<file path="config.mk">
export PLATFORM = sky130hd
export DESIGN_NAME = pifo_sram_bank
export DESIGN_NICKNAME = d
export VERILOG_FILES = /design/src/rtl/pifo_sram_pkg.sv /design/src/rtl/pifo_sram_array.sv /design/src/rtl/pifo_sram_bank.sv
export SDC_FILE = /design/constraint.sdc
export NUM_CORES = 2
export LEC_CHECK = 0
export BUFFER_PORTS_ARGS = -buffer_cell sky130_fd_sc_hd__buf_2
export CAP_MARGIN = 15
export CORE_ASPECT_RATIO = 1.5
export CORE_MARGIN = 3
export CORE_UTILIZATION = 60
export DETAILED_ROUTE_END_ITERATION = 8
export GPL_ROUTABILITY_DRIVEN = 0
export PLACE_DENSITY = 0.77
export SETUP_SLACK_MARGIN = 0.5
export SLEW_MARGIN = 10
export SYNTH_ARGS = -nofsm -noshare
export SYNTH_HDL_FRONTEND = slang
export SYNTH_SLANG_ARGS = --single-unit
export TNS_END_PERCENT = 30
</file>
<file path="constraint.sdc">
create_clock -name i_clk -period 5.1 [get_ports i_clk]
set_input_delay 0.255 -clock i_clk [delete_from_list [all_inputs] [get_ports i_clk]]
set_output_delay 0.255 -clock i_clk [all_outputs]
set_load 0.05 [all_outputs]
</file>
<file path="src/rtl/pifo_sram_pkg.sv">
// Shared types, constants and helpers for the PIFO level SRAM bank.
// Optional PIFO_SRAM_PARITY_EN adds per-slot even parity to the array.
package pifo_sram_pkg;

    localparam int PTW_DEF   = 16;
    localparam int MTW_DEF   = 0;
    localparam int CTW_DEF   = 10;
    localparam int DW_DEF    = MTW_DEF + PTW_DEF;
    localparam int PAR_MAX_W = 256;

    typedef enum logic {
        ST_INIT  = 1'b0,
        ST_READY = 1'b1
    } state_e;

    typedef struct packed {
        logic [CTW_DEF-1:0] cnt;
        logic [DW_DEF-1:0]  data;
    } slot_t;

    typedef struct packed {
        slot_t s1;
        slot_t s0;
    } entry_t;

    localparam slot_t EMPTY_SLOT = '{
        cnt:  '0,
        data: DW_DEF'({PTW_DEF{1'b1}})
    };

    localparam entry_t EMPTY_ENTRY = '{
        s1: EMPTY_SLOT,
        s0: EMPTY_SLOT
    };

    // Zero extension leaves even parity unchanged.
    function automatic logic slot_par(
        input logic [PAR_MAX_W-1:0] s
    );
        return ^s;
    endfunction

endpackage

</file>
<file path="src/rtl/pifo_sram_array.sv">
// Plain 1R1W synchronous array: registered read, no bypass.
// Kept bare so it can be replaced by a foundry macro.
module pifo_sram_array #(
    parameter int AW = 6,
    parameter int W  = 52
) (
    input  logic          i_clk,
    input  logic          i_we,
    input  logic [AW-1:0] i_waddr,
    input  logic [W-1:0]  i_wdata,
    input  logic          i_re,
    input  logic [AW-1:0] i_raddr,
    output logic [W-1:0]  o_rdata
);

    localparam int DEPTH = 1 << AW;

    logic [W-1:0] mem_q [DEPTH];
    logic [W-1:0] rdata_q;

    always_ff @(posedge i_clk) begin
        if (i_we) begin
            mem_q[i_waddr] <= i_wdata;
        end
        if (i_re) begin
            rdata_q <= mem_q[i_raddr];
        end
    end

    assign o_rdata = rdata_q;

endmodule

</file>
<file path="src/rtl/pifo_sram_bank.sv">
// SRAM responder for one PIFO level: init sweep, write-first bypass.
// Define PIFO_SRAM_PARITY_EN for per-slot parity on the array.
module pifo_sram_bank
    import pifo_sram_pkg::*;
#(
    parameter int PTW      = 16,
    parameter int MTW      = 0,
    parameter int CTW      = 10,
    parameter int SRAM_ADW = 6,
    localparam int EW      = 2 * (CTW + MTW + PTW)
) (
    input  logic                i_clk,
    input  logic                i_arst_n,
    input  logic                i_read,
    input  logic [SRAM_ADW-1:0] i_read_addr,
    output logic [EW-1:0]       o_read_data,
    input  logic                i_write,
    input  logic [SRAM_ADW-1:0] i_write_addr,
    input  logic [EW-1:0]       i_write_data,
    output logic                o_init_done,
    output logic                o_parity_err
);

    localparam int DW    = MTW + PTW;
    localparam int SW    = CTW + DW;
    localparam int DEPTH = 1 << SRAM_ADW;

    localparam logic [SW-1:0] EMPTY_SW = {
        {CTW{1'b0}}, DW'({PTW{1'b1}})
    };
    localparam logic [EW-1:0] EMPTY_EW = {2{EMPTY_SW}};

`ifdef PIFO_SRAM_PARITY_EN
    localparam int AWID = EW + 2;
`else
    localparam int AWID = EW;
`endif

    state_e              state_q, state_d;
    logic [SRAM_ADW-1:0] ptr_q, ptr_d;
    logic                done_q;
    logic                rvalid_q;
    logic                hit_q;
    logic [EW-1:0]       byp_q;

    logic                we;
    logic [SRAM_ADW-1:0] waddr;
    logic [EW-1:0]       wentry;
    logic [AWID-1:0]     wword;
    logic [AWID-1:0]     rword;
    logic                rd_en;
    logic                hit;

    always_comb begin
        state_d = state_q;
        ptr_d   = ptr_q;
        we      = 1'b0;
        waddr   = ptr_q;
        wentry  = EMPTY_EW;
        unique case (state_q)
            ST_INIT: begin
                we    = 1'b1;
                ptr_d = ptr_q + 1'b1;
                if (ptr_q == SRAM_ADW'(DEPTH - 1)) begin
                    state_d = ST_READY;
                end
            end
            ST_READY: begin
                we     = i_write;
                waddr  = i_write_addr;
                wentry = i_write_data;
            end
        endcase
    end

    assign rd_en = (state_q == ST_READY) & i_read;
    assign hit   = i_write & (i_write_addr == i_read_addr);

    always_ff @(posedge i_clk or negedge i_arst_n) begin
        if (!i_arst_n) begin
            state_q  <= ST_INIT;
            ptr_q    <= '0;
            done_q   <= 1'b0;
            rvalid_q <= 1'b0;
            hit_q    <= 1'b0;
            byp_q    <= EMPTY_EW;
        end else begin
            state_q <= state_d;
            ptr_q   <= ptr_d;
            done_q  <= (state_d == ST_READY);
            if (rd_en) begin
                rvalid_q <= 1'b1;
                hit_q    <= hit;
                if (hit) begin
                    byp_q <= i_write_data;
                end
            end
        end
    end

`ifdef PIFO_SRAM_PARITY_EN
    function automatic logic [1:0] ent_par(
        input logic [EW-1:0] e
    );
        return {
            slot_par(PAR_MAX_W'(e[EW-1:SW])),
            slot_par(PAR_MAX_W'(e[SW-1:0]))
        };
    endfunction

    assign wword = {ent_par(wentry), wentry};
    // Bypassed data never went through the array, so it is clean.
    assign o_parity_err = rvalid_q & ~hit_q &
        (rword[EW+1:EW] != ent_par(rword[EW-1:0]));
`else
    assign wword        = wentry;
    assign o_parity_err = 1'b0;
`endif

    pifo_sram_array #(
        .AW (SRAM_ADW),
        .W  (AWID)
    ) u_array (
        .i_clk   (i_clk),
        .i_we    (we),
        .i_waddr (waddr),
        .i_wdata (wword),
        .i_re    (rd_en),
        .i_raddr (i_read_addr),
        .o_rdata (rword)
    );

    assign o_read_data = !rvalid_q ? EMPTY_EW :
                         hit_q     ? byp_q    :
                                     rword[EW-1:0];
    assign o_init_done = done_q;

endmodule

</file>
==> impl_metrics.ini <==
[clocking]
clkSinkCount = 3441
clk_transition_reported_paths_ns = 0.07
cts_max_level = 5
hold_buffers = 54
cts_resized = 0
post_cts_buffers = 0
clockBufferDepth = 4
cts_made_buffers = 306
cts_tree = yes
root_buffer = clkbuf_16
clk_latency_ns = 0.86

[logic_synthesis]
yosys.area.top_type = edfxtp_1
synth_top_area_share = 0.765
synthCells = 6167
synth.distinct_cells = 51
syn_nets = 6236
ys_seq_elements = 3441
synth-edff-count = 3380
async_reset_ff_frac = 0.0177
yosys_warnings = 0
syn-mean-instance-area_sq_um = 21.5
synth_flop_cell = edfxtp_1
syn-cell-area_sq_mm = 0.133
yosys-top-cells-area = edfxtp_1 77%, mux4_2 11%, mux2i_1 3.7%
seq_area_frac_synth = 0.777

[critical_path]
critPathMaxFanout = 46
cp-end-kind = flop
worstPathArrival_ns = 4.14
crit_start = o_init_done$_DFF_PN0_
start_kind = flop
criticalPathCategory = reg -> reg
ff2ff_path_depth = 5
crit_path_end = u_array.mem_q[18][44]$_DFFE_PP_
timing.rr.start = o_init_done$_DFF_PN0_
r2r_end = u_array.mem_q[18][44]$_DFFE_PP_
rrSetupSlack_ns = 1.43
cp.required_ns = 5.57

[route]
drt_first_pass_iters = 7
drtIter0Drc = 10100
detail-route-antenna-nets = 0
viasPerCell = 7.08
vias = 68200
drc = 0
routed_wirelength_microns = 355000
routedWlPerCell_microns = 36.9

[finish]
mostFrequentLayoutCell = edfxtp_1
drive_gt1_frac = 0.253
n_fill_cell = 13100
fin_nets = 6604
syn2layout_area_growth_pct = 11.9
layout_common_cells = 3380 x edfxtp_1, 640 x mux4_2, 490 x mux2i_1, 315 x clkbuf_16, 181 x buf_4
multiInputGateArea_sq_mm = 0.0281
seq_area_sq_mm = 0.103

[sta]
max_freq_ghz = 0.273
timing.final.ws_setup_ns = 1.43
period_minus_slack_ns = 3.67
setup_viol = 0
finalSetupTns_ns = 0
worstMarginPinSlew_ns = 1.28
slew_violations = 0
fin_crit_sh = 0.719
finalHoldViolCount = 0
fin_skew_ns = 0.0416
rsz0062_at_grt = no
relSlewSlack = 0.149

[placement]
port-buffer-count = 120
dp_slack_ns = 1.48
dpl.hpwl_microns = 193000

[global_route]
overflow = 0
grt_pass1_vias = 69700
grt_pass1_wl_microns = 506000
grt_usage = 0.315
antenna_found_initial = 13
grt_max_degree = 95

[outcome]
outcome = completed

[floorplan]
initial_core_util = 0.605
fp.dieArea_sq_mm = 0.227
ioPinCount = 122
core-area_sq_mm = 0.219
die_h_microns = 582
placementRows = 210
die_x_microns = 390

[flow_run]
max_cap_violations = 0

[power]
ir_drop_uv = 287
power_uw = 54700
p_leak_uw = 0.0395
p_per_area_mw_per_mm2 = 368

[worst_hold_path]
hp-class = in -> async
-- kinds of logic (layout without fill, tap and decap cells) --
logic type               after synthesis  count (layout)  synth area share
AND/OR/NAND/NOR                      566             566            0.0199
adder cells (fa/ha/maj)                1               1         0.0000943
XOR/XNOR                              11              11          0.000726
flip-flops                          3441            3441             0.777
other                                  1               8         0.0000283
AO/OA/AOI/OAI                        547             547            0.0300
buffers and inverters                368             965            0.0164
multiplexers                        1232            1232             0.156
-- Yosys cell counts, types with 49 or more instances --
| cell type | count |
|---|---|
| edfxtp_1 | 3380 |
| mux4_2 | 640 |
| mux2i_1 | 490 |
| nor2_1 | 198 |
| o22ai_1 | 153 |
| nand2_1 | 149 |
| clkbuf_1 | 123 |
| buf_2 | 108 |
| a311oi_1 | 96 |
| a21oi_1 | 83 |
| buf_4 | 64 |
| a22oi_1 | 63 |
| nor2b_1 | 54 |
| mux2_2 | 53 |
| buf_6 | 49 |
| mux2_4 | 49 |
| nand2b_1 | 49 |
-- stage by stage --
stage | hold WS, ns | instance area, sq um | utilization | instances
finish | 0.0591 | 148000 | 0.677 | 9633
global route | 0.118 | 148000 | 0.677 | 9627
CTS | 0.0382 | 148000 | 0.675 | 9611
detailed placement | 0.418 | 138000 | 0.629 | 9020
global placement | 0.417 | 138000 | 0.629 | 9018
floorplan | -0.0406 | 133000 | - | 6167
-- registers in the layout, indices dropped and copies added, names as in the netlist --
register / flops
o_init_done: 1
u_array.o_rdata: 52
byp_q: 52
u_array.mem_q: 3328
ptr_q: 6
rvalid_q: 1
hit_q: 1
-- where the power goes --
part	leakage, uW	internal [uW]	switching, uW
sequential	0.0246	30600	0
combinational	0.0101	494	864
clock	0.00474	12700	10100
-- critical path, stage by stage (launching register included) --
cell	delay [ns]
dfrtp_4	0.79
nor2b_1	0.15
a21oi_1	0.36
nand2_1	0.52
nor2_4	0.77
buf_4	0.62
-- per-layer routing --
| layer | vias up | wire (microns) | part of all wire | GRT usage |
|---|---|---|---|---|
| met5 | - | 104 | 0.00029 | 0 |
| met4 | 12 | 24400 | 0.069 | 0.181 |
| met3 | 1116 | 38600 | 0.11 | 0.0664 |
| met2 | 5070 | 177000 | 0.50 | 0.518 |
| met1 | 35500 | 116000 | 0.33 | 0.393 |
| li1 | 26500 | - | - | - |
-- how the worst min path moves through the flow --
stage | start | to | slack [ns] | cells past startpoint
2_1_floorplan | i_arst_n | byp_q[16]$_DFFE_PN0P_ | -0.04 | 0
3_5_place_dp | i_arst_n | byp_q[51]$_DFFE_PN0P_ | 0.42 | 1
3_3_place_gp | i_arst_n | byp_q[51]$_DFFE_PN0P_ | 0.42 | 1
6_report | i_arst_n | byp_q[48]$_DFFE_PN0P_ | 0.06 | 2
4_1_cts | i_arst_n | byp_q[23]$_DFFE_PN0P_ | 0.04 | 2
5_1_grt | i_arst_n | byp_q[42]$_DFFE_PN0P_ | 0.12 | 2
-- final cells by class --
class                           count  share of cell area
Clock buffer                      355              0.0541
Timing Repair Buffer              424              0.0267
Tap cell                         2862              0.0241
Clock inverter                    182              0.0109
Inverter                            4            0.000101
Sequential cell                  3441               0.695
Multi-Input combinational cell   2358               0.189
Antenna cell                        7            0.000118
Note: power is estimated with default switching activity, not from simulation.
